`src/rtl/product_bcd_display_if.sv`:
```
// Handshake and display bundle for product_bcd_display.
// master: Load/Product in; slave: Busy/Done, BCD digits, Segments/Anodes out.
interface product_bcd_display_if;
    logic       Load;
    logic [7:0] Product;
    logic       Busy;
    logic       Done;
    logic [3:0] Hundreds;
    logic [3:0] Tens;
    logic [3:0] Ones;
    logic [6:0] Segments;
    logic [3:0] Anodes;

    modport master (
        output Load, Product,
        input  Busy, Done, Hundreds, Tens, Ones, Segments, Anodes
    );

    modport slave (
        input  Load, Product,
        output Busy, Done, Hundreds, Tens, Ones, Segments, Anodes
    );
endinterface

```
`src/rtl/product_bcd_display.sv`:
```
// Captures an 8-bit product, converts it to BCD by double-dabble and scans
// it onto a 4-digit active-low seven-segment display. Ports: Clock, Reset, bus.
module product_bcd_display #(
    parameter int REFRESH_DIV = 4,
    parameter bit BLANK_LZ    = 1'b1
) (
    input  logic                  Clock,
    input  logic                  Reset,
    product_bcd_display_if.slave  bus
);
    typedef enum logic [1:0] {IDLE, CONVERT, DONE} state_t;

    localparam int SW = (REFRESH_DIV > 1) ? $clog2(REFRESH_DIV) : 1;

    state_t        state_q, state_d;
    logic [7:0]    shift_q, shift_d;
    logic [11:0]   bcd_q, bcd_d;
    logic [2:0]    cnt_q, cnt_d;
    logic          busy_q, busy_d;
    logic          done_q, done_d;
    logic [3:0]    hund_q, hund_d;
    logic [3:0]    tens_q, tens_d;
    logic [3:0]    ones_q, ones_d;
    logic [SW-1:0] scan_q, scan_d;
    logic [1:0]    sel_q, sel_d;
    logic [6:0]    seg_q, seg_d;
    logic [3:0]    an_q, an_d;

    logic [11:0]   adj;
    logic [19:0]   cat;
    logic [3:0]    digit;
    logic          blank;

    function automatic logic [3:0] add3(input logic [3:0] n);
        return (n >= 4'd5) ? n + 4'd3 : n;
    endfunction

    function automatic logic [6:0] seg7(input logic [3:0] d);
        logic [6:0] s;
        case (d)
            4'd0:    s = 7'b1000000;
            4'd1:    s = 7'b1111001;
            4'd2:    s = 7'b0100100;
            4'd3:    s = 7'b0110000;
            4'd4:    s = 7'b0011001;
            4'd5:    s = 7'b0010010;
            4'd6:    s = 7'b0000010;
            4'd7:    s = 7'b1111000;
            4'd8:    s = 7'b0000000;
            4'd9:    s = 7'b0010000;
            default: s = 7'b1111111;
        endcase
        return s;
    endfunction

    always_comb begin
        state_d = state_q;
        shift_d = shift_q;
        bcd_d   = bcd_q;
        cnt_d   = cnt_q;
        busy_d  = busy_q;
        done_d  = 1'b0;
        hund_d  = hund_q;
        tens_d  = tens_q;
        ones_d  = ones_q;
        adj = {add3(bcd_q[11:8]), add3(bcd_q[7:4]), add3(bcd_q[3:0])};
        cat = {adj, shift_q} << 1;
        case (state_q)
            IDLE: begin
                if (bus.Load) begin
                    state_d = CONVERT;
                    shift_d = bus.Product;
                    bcd_d   = '0;
                    cnt_d   = '0;
                    busy_d  = 1'b1;
                end
            end
            CONVERT: begin
                bcd_d   = cat[19:8];
                shift_d = cat[7:0];
                cnt_d   = cnt_q + 3'd1;
                // Eighth shift: publish the digits in one step
                if (cnt_q == 3'd7) begin
                    state_d = DONE;
                    busy_d  = 1'b0;
                    done_d  = 1'b1;
                    hund_d  = cat[19:16];
                    tens_d  = cat[15:12];
                    ones_d  = cat[11:8];
                end
            end
            DONE:    state_d = IDLE;
            default: state_d = IDLE;
        endcase
    end

    always_comb begin
        scan_d = scan_q + SW'(1);
        sel_d  = sel_q;
        if (scan_q == SW'(REFRESH_DIV - 1)) begin
            scan_d = '0;
            sel_d  = sel_q + 2'd1;
        end
        // Decode from next-state digits so segments and anode stay paired
        digit = ones_d;
        blank = 1'b0;
        case (sel_d)
            2'd0: digit = ones_d;
            2'd1: begin
                digit = tens_d;
                blank = BLANK_LZ && (hund_d == 4'd0) && (tens_d == 4'd0);
            end
            2'd2: begin
                digit = hund_d;
                blank = BLANK_LZ && (hund_d == 4'd0);
            end
            default: blank = 1'b1;
        endcase
        seg_d = blank ? 7'b1111111 : seg7(digit);
        an_d  = ~(4'b0001 << sel_d);
    end

    always_ff @(posedge Clock or posedge Reset) begin
        if (Reset) begin
            state_q <= IDLE;
            shift_q <= '0;
            bcd_q   <= '0;
            cnt_q   <= '0;
            busy_q  <= 1'b0;
            done_q  <= 1'b0;
            hund_q  <= '0;
            tens_q  <= '0;
            ones_q  <= '0;
            scan_q  <= '0;
            sel_q   <= '0;
            seg_q   <= 7'b1000000;
            an_q    <= 4'b1110;
        end else begin
            state_q <= state_d;
            shift_q <= shift_d;
            bcd_q   <= bcd_d;
            cnt_q   <= cnt_d;
            busy_q  <= busy_d;
            done_q  <= done_d;
            hund_q  <= hund_d;
            tens_q  <= tens_d;
            ones_q  <= ones_d;
            scan_q  <= scan_d;
            sel_q   <= sel_d;
            seg_q   <= seg_d;
            an_q    <= an_d;
        end
    end

    assign bus.Busy     = busy_q;
    assign bus.Done     = done_q;
    assign bus.Hundreds = hund_q;
    assign bus.Tens     = tens_q;
    assign bus.Ones     = ones_q;
    assign bus.Segments = seg_q;
    assign bus.Anodes   = an_q;
endmodule

```
`src/flat_wrapper.sv`:
```
// flat-port wrapper written by rule: the top's interface ports become plain ports
module product_bcd_display_flat 
#(
    parameter int REFRESH_DIV = 4,
    parameter bit BLANK_LZ    = 1'b1
)
  (Clock, Reset, bus_Load, bus_Product, bus_Busy, bus_Done, bus_Hundreds, bus_Tens, bus_Ones, bus_Segments, bus_Anodes);
  product_bcd_display_if bus_i ();
  input  logic Clock;
  input  logic Reset;
  input wire logic [$bits(bus_i.Load)-1:0] bus_Load;
  input wire logic [$bits(bus_i.Product)-1:0] bus_Product;
  output wire logic [$bits(bus_i.Busy)-1:0] bus_Busy;
  output wire logic [$bits(bus_i.Done)-1:0] bus_Done;
  output wire logic [$bits(bus_i.Hundreds)-1:0] bus_Hundreds;
  output wire logic [$bits(bus_i.Tens)-1:0] bus_Tens;
  output wire logic [$bits(bus_i.Ones)-1:0] bus_Ones;
  output wire logic [$bits(bus_i.Segments)-1:0] bus_Segments;
  output wire logic [$bits(bus_i.Anodes)-1:0] bus_Anodes;
  assign bus_i.Load = bus_Load;
  assign bus_i.Product = bus_Product;
  assign bus_Busy = bus_i.Busy;
  assign bus_Done = bus_i.Done;
  assign bus_Hundreds = bus_i.Hundreds;
  assign bus_Tens = bus_i.Tens;
  assign bus_Ones = bus_i.Ones;
  assign bus_Segments = bus_i.Segments;
  assign bus_Anodes = bus_i.Anodes;
  product_bcd_display #(.REFRESH_DIV(REFRESH_DIV), .BLANK_LZ(BLANK_LZ)) u_core (.Clock(Clock), .Reset(Reset), .bus(bus_i));
endmodule
```
`config.mk`:
```
export PLATFORM = sky130hd
export DESIGN_NAME = product_bcd_display_flat
export DESIGN_NICKNAME = d
export VERILOG_FILES = /design/src/rtl/product_bcd_display_if.sv /design/src/rtl/product_bcd_display.sv /design/src/flat_wrapper.sv
export SDC_FILE = /design/constraint.sdc
export NUM_CORES = 1
export LEC_CHECK = 0
export ABC_AREA = 1
export BUFFER_PORTS_ARGS = -buffer_cell sky130_fd_sc_hd__buf_4
export CAP_MARGIN = 30
export CELL_PAD_IN_SITES_DETAIL_PLACEMENT = 0
export CELL_PAD_IN_SITES_GLOBAL_PLACEMENT = 1
export CORE_MARGIN = 5
export CORE_UTILIZATION = 30
export CTS_CLUSTER_DIAMETER = 80
export DETAILED_ROUTE_END_ITERATION = 10
export GPL_ROUTABILITY_DRIVEN = 0
export GPL_TIMING_DRIVEN = 0
export PLACE_DENSITY_LB_ADDON = 0.15
export SYNTH_ARGS = -nofsm -noshare
export SYNTH_HDL_FRONTEND = slang
export SYNTH_SLANG_ARGS = --single-unit
```
`constraint.sdc`:
```
create_clock -name Clock -period 2.7 [get_ports Clock]
set_input_delay 0.135 -clock Clock [delete_from_list [all_inputs] [get_ports Clock]]
set_output_delay 0.135 -clock Clock [all_outputs]
set_load 0.01 [all_outputs]
```
**Word level (Yosys, flattened, before mapping)**

Memory sizes are Yosys's and may differ from the RTL's.
Index checks and enable logic that the tools add are counted.

- Reductions and logical operators: 9
- Muxes and demuxes: 28
- Equality and inequality tests: 7
- Bitwise operators: 1
- Shift-type cells: 1
- $lt $le $gt $ge: 3
- Add/sub/neg operators: 6

Operators by type and width:

| operator | count |
|---|---|
| $mux W4 | 8 |
| $pmux W12 S2 | 1 |
| $pmux W8 S2 | 1 |
| $ge A4 B3 Y1 const B | 3 |
| $mux W12 | 1 |
| $add A4 B2 Y4 const B | 2 |
| $logic_not A4 Y1 | 2 |
| $mux W2 | 4 |
| $mux W8 | 1 |
| $pmux W4 S2 | 1 |
| $mux W7 | 1 |
| $mux W3 | 2 |
| $pmux W3 S2 | 1 |
| $add A2 B1 Y2 const B | 2 |
| $eq A2 B1 Y1 const B | 2 |
| $eq A2 B2 Y1 const B | 2 |
| $logic_not A2 Y1 | 2 |
| $mux W1 | 4 |
| $not A4 Y4 | 1 |
| $pmux W2 S2 | 1 |
| $reduce_and A2 Y1 | 2 |
| $shl A1 B2 Y4 const A | 1 |
| $add A3 B1 Y3 const B | 1 |
| $add A3 B2 Y3 const B | 1 |
| 8 further kinds | 8 |

- Memory bits (read-only): 112
- Word-level logic and storage cells: 69
- Bits of input ports: 11
- Bits in registers: 54
- Output and inout bits: 25
- Memories kept: 1

Memories:

| memory | depth | width | read ports | clocked after Yosys merged registers in | wr ports | RTL line | source |
|---|---|---|---|---|---|---|---|
| (name not given) | 16 | 7 | 1 | 0 | 0 | product_bcd_display.sv:40 | `case (d)` |

**Longest topological paths before layout**

- Word-level depth: 8
- Gate-level depth with buffers: 16
- Gate-level depth less buffers: 16

**Least setup slack after synthesis**

OpenSTA, ideal clock, no wires.

- Path kind: register -> register
- Start: reg u_core.scan_q[0]
- End: reg u_core.seg_q[5], in the netlist u_core.bus.Segments[5]
- Path buffers: 0
- Stages on the path, launching flop included: 13
- Clock period less this slack: 2.424 ns
- Path slack: 0.276 ns
- Arrival: 2.293 ns
- Cells stage by stage: dfrtp_1 > ha_1 > xor2_1 > inv_1 > ha_1 > inv_1 > or2_1 > nand2_2 > inv_1 > ha_1 > nand3b_1 > nand3_1 > nand3_1

- Longest elaborated chain between the ends: 6

RTL lines:

| what | RTL line | source |
|---|---|---|
| start, declared | product_bcd_display.sv:24 | `logic [SW-1:0] scan_q, scan_d;` |
| start signal, assigned | product_bcd_display.sv:148 | `scan_q <= scan_d;` |
| $eq A2 B2 Y1 (*) | product_bcd_display.sv:100 | `if (scan_q == SW'(REFRESH_DIV - 1)) begin` |
| $mux W2 (*) | product_bcd_display.sv:100 |  |
| via u_core.sel_d[0] | product_bcd_display.sv:25 | `logic [1:0] sel_q, sel_d;` |
| $eq A2 B2 Y1 / $eq A2 B1 Y1 (equally long branches) | product_bcd_display.sv:107 | `case (sel_d)` |
| $pmux W4 S2 | product_bcd_display.sv:107 |  |
| $mem_v2 Z16 W7 | n/a |  |
| $mux W7 (*) | product_bcd_display.sv:119 | `seg_d = blank ? 7'b1111111 : seg7(digit);` |
| via u_core.seg_d[5] | product_bcd_display.sv:26 | `logic [6:0] seg_q, seg_d;` |
| end signal, assigned | product_bcd_display.sv:150 | `seg_q <= seg_d;` |
| end, declared | product_bcd_display.sv:26 |  |

The timed path passes the listed nets; every way through them passes the cells marked *.
A chain may end at the register's enable or synchronous reset.

**Worst setup path after layout**

- Start: reg u_core.cnt_q[0]
- End: reg u_core.seg_q[5], in the netlist u_core.bus.Segments[5]

- Longest elaborated chain between the ends: 7

RTL lines:

| what | RTL line | source |
|---|---|---|
| start, declared | product_bcd_display.sv:18 | `logic [2:0] cnt_q, cnt_d;` |
| start signal, assigned | product_bcd_display.sv:142 | `cnt_q <= cnt_d;` |
| $eq A3 B3 Y1 (*) | product_bcd_display.sv:83 | `if (cnt_q == 3'd7) begin` |
| parallel branches: the longest is 5 deep, another holds $mem_v2 Z16 W7 | n/a |  |
| $mux W7 (*) | product_bcd_display.sv:119 |  |
| via u_core.seg_d[5] | product_bcd_display.sv:26 |  |

Mark *: on every way through the listed nets, which the timed path passes.

==> impl_metrics.ini <==
[run_status]
status = finished, final reports clean

[pwr]
finalPower_uw = 3900
leakage_uw = 0.00169
p_per_area_nw_per_um2 = 1160
vdd.ir_drop.worst_v = 0.000368

[drt]
via_per_inst = 4.75
drt.antenna.violating_nets = 0
routedWlPerCell_um = 13.8
num_vias = 2247
drc = 0
drt-initial-drc-count = 92
finalWirelength_mm = 6.55
first_pass_iters = 4

[sta]
slew-limit-headroom_pct = 52.9
grt_setup_unrepaired = no
fin_worst_skew_ns = 0.00876
worst_pin_slew_ns = 0.704
setup_viol = 0
setup_tns_ns = 0
finalMaxSlewViolations = 0
hold_viol = 0
period_share_pct = 91.0
fin_crit_ns = 2.46
layout_setup_ws_ns = 0.242
max_freq_mhz = 407

[floorplanning]
die_y_um = 106
die_area_um2 = 11300
fp-row-count = 35
start_util_pct = 30.5
pin_count = 36
core_area_um2 = 9110
die_w_um = 106

[global_route]
grt_use_met1_pct = 17.4
grtUsageMet2_pct = 18.3
grt_max_degree = 29
overflow = 0
top_usage_layer = met2
antenna_found_initial = 0
track_usage_pct = 12.2
grt_pass1_wl_mm = 10.9
use_met3_pct = 2.31
grt_pass1_vias = 2168

[clock_network]
worstSkewPairLatency_ns = 0.32
cts_max_path_buffers = 2
root_buffer = clkbuf_8
cts.sinks = 54
cts_tree = built
h-tree-depth = 2
clkSlewWorstSetupHoldPaths_ns = 0.11
cts_buffers = 5

[layout]
area_growth_pct = 20.8
drive_gt1_share_pct = 21.0
nFillCells = 970
nets = 391
antenna_cells = 0
final_util_pct = 36.8
final_area_um2 = 3350

[worst_setup_path]
worstPathCellList = ha_1, ha_1, inv_2, nor2_8, buf_4, or2_2, nand3_1, nand3_1, nand2_2, inv_1, ha_1, nand3b_1, nand3_1, nand3_1
cp_slowest_stage_delay_ns = 0.41
path_buf_inv = 3
crit_slowest_cell = dfrtp_1
cp_max_fo = 10
start_kind = flip-flop
worstSetupEndpointType = flip-flop
crit_top_cell = nand3_1
required_ns = 2.90
cp.arrival_ns = 2.66
crit_family = simple AND/OR/NAND/NOR gates
critPathKind = reg2reg

[placed_design]
dpl_cell_area_um2 = 3200
dp_hpwl_mm = 4.88
io_buffers = 35
place_ws_ns = -0.0565

[logic_synthesis]
synth_warnings = 0
synth.distinct_cells = 36
syn_nets = 346
syn_inst = 316
synth-seq-cells = 54
yosysSeqAreaShare_pct = 48.9
netlist_area_um2 = 2780
avgSynthCellArea_um2 = 8.78

[run]
maxCapViolations = 0

[hold_path]
min_path_type = in2reg
routing by layer:
| metal | up-vias | part of all wire (%) |
|---|---|---|
| met1 | 1062 | 50 |
| met2 | 44 | 45 |
| li1 | 1130 | - |
| met4 | 0 | 1.5 |
| met5 | - | 0 |
| met3 | 11 | 3.5 |
layout make-up:
cell class | count | area (um^2) | area share, %
Clock buffer | 6 | 72.6 | 2.16
Timing Repair Buffer | 38 | 300 | 8.96
Buffer | 5 | 31.3 | 0.933
Tap cell | 111 | 139 | 4.14
Multi-Input combinational cell | 219 | 1270 | 38.0
Inverter | 38 | 143 | 4.26
Sequential cell | 54 | 1360 | 40.5
Clock inverter | 2 | 37.5 | 1.12
power breakdown:
group          switching (uW)  internal, uW
combinational            1210           784
clock                     289           277
sequential                191          1160
state kept, by name, indices dropped and copies added, names as in the netlist:
register / flops
u_core.shift_q: 8
u_core.bus.Busy: 1
u_core.bcd_q: 12
u_core.bus.Anodes: 4
u_core.bus.Ones: 4
u_core.bus.Tens: 4
u_core.bus.Segments: 7
u_core.state_q: 2
u_core.cnt_q: 3
u_core.scan_q: 2
u_core.sel_q: 2
u_core.bus.Hundreds: 4
u_core.bus.Done: 1
cell families after synthesis:
logic type               count (synthesis)  share of synthesized area [%]
buffers and inverters                   43                           6.27
AND/OR/NAND/NOR                        155                           26.6
adder cells (fa/ha/maj)                 19                           8.57
flip-flops                              54                           48.9
XOR/XNOR                                 2                          0.631
AO/OA/AOI/OAI                           43                           9.02
path summary, 6_finish.rpt:
path,start,endpoint,slack (ns),cells after the start
worst max-delay path,u_core.cnt_q[0],u_core.bus.Segments[5],0.24,14
worst min-delay path,bus_Product[0],u_core.shift_q[0],0.03,2
worst max register to register,u_core.cnt_q[0],u_core.bus.Segments[5],0.24,14
worst min register to register,u_core.scan_q[0],u_core.scan_q[0],0.43,1
max in group asynchronous,Reset,u_core.bcd_q[2],1.71,4
min in group asynchronous,Reset,u_core.bus.Segments[0],0.44,3
placed cells by master (no fill, tap or decap), drive strengths merged:
cell	instances
dlygate4sd3	1
clkinv	1
ha	19
buf	41
a21oi	6
clkbuf	7
a22o	3
and2	1
nand3	45
a22oi	1
dfrtp	50
bufinv	1
or2	7
xor2	1
nor2	17
xnor2	1
nand3b	2
o22ai	6
o21ai	25
inv	37
clkinvlp	1
dfstp	4
nand2	76
o221ai	1
nand4	7
a21o	1
synthesized netlist by cell type, drive strengths merged:
library cell / count / area, um^2
a22oi: 1 / 7.51
o221ai: 1 / 8.76
a22o: 3 / 26.3
nand2: 76 / 313
xnor2: 1 / 8.76
nand4: 7 / 43.8
o21ai: 25 / 129
nand3b: 2 / 15.0
dfrtp: 50 / 1250
xor2: 1 / 8.76
dfstp: 4 / 105
nor2: 17 / 87.6
inv: 37 / 139
nand3: 45 / 230
clkbuf: 1 / 3.75
and2: 1 / 6.26
a21oi: 6 / 33.8
a21o: 1 / 7.51
o22ai: 6 / 37.5
or2: 7 / 43.8
buf: 4 / 27.5
clkinv: 1 / 3.75
ha: 19 / 238
repair_timing:
| action | CTS | global route |
|---|---|---|
| hold buffers | 1 | 0 |
| pin swaps | 0 | 1 |
| setup buffers | 0 | 1 |
| endpoints found under the hold margin | 22 | 0 |
| gates cloned | 0 | 0 |
| gates resized for setup | 1 | 3 |
| endpoints found under the setup margin | 4 | 4 |
per-stage QoR:
stage | hold WS [ns] | instances
final | 0.0335 | 473
after global routing | 0.0238 | 473
after CTS | 0.0308 | 472
after detailed placement | 0.258 | 463
after global placement | 0.364 | 462
after floorplan | 0.275 | 316
Note: power is estimated with default switching activity, not from simulation.
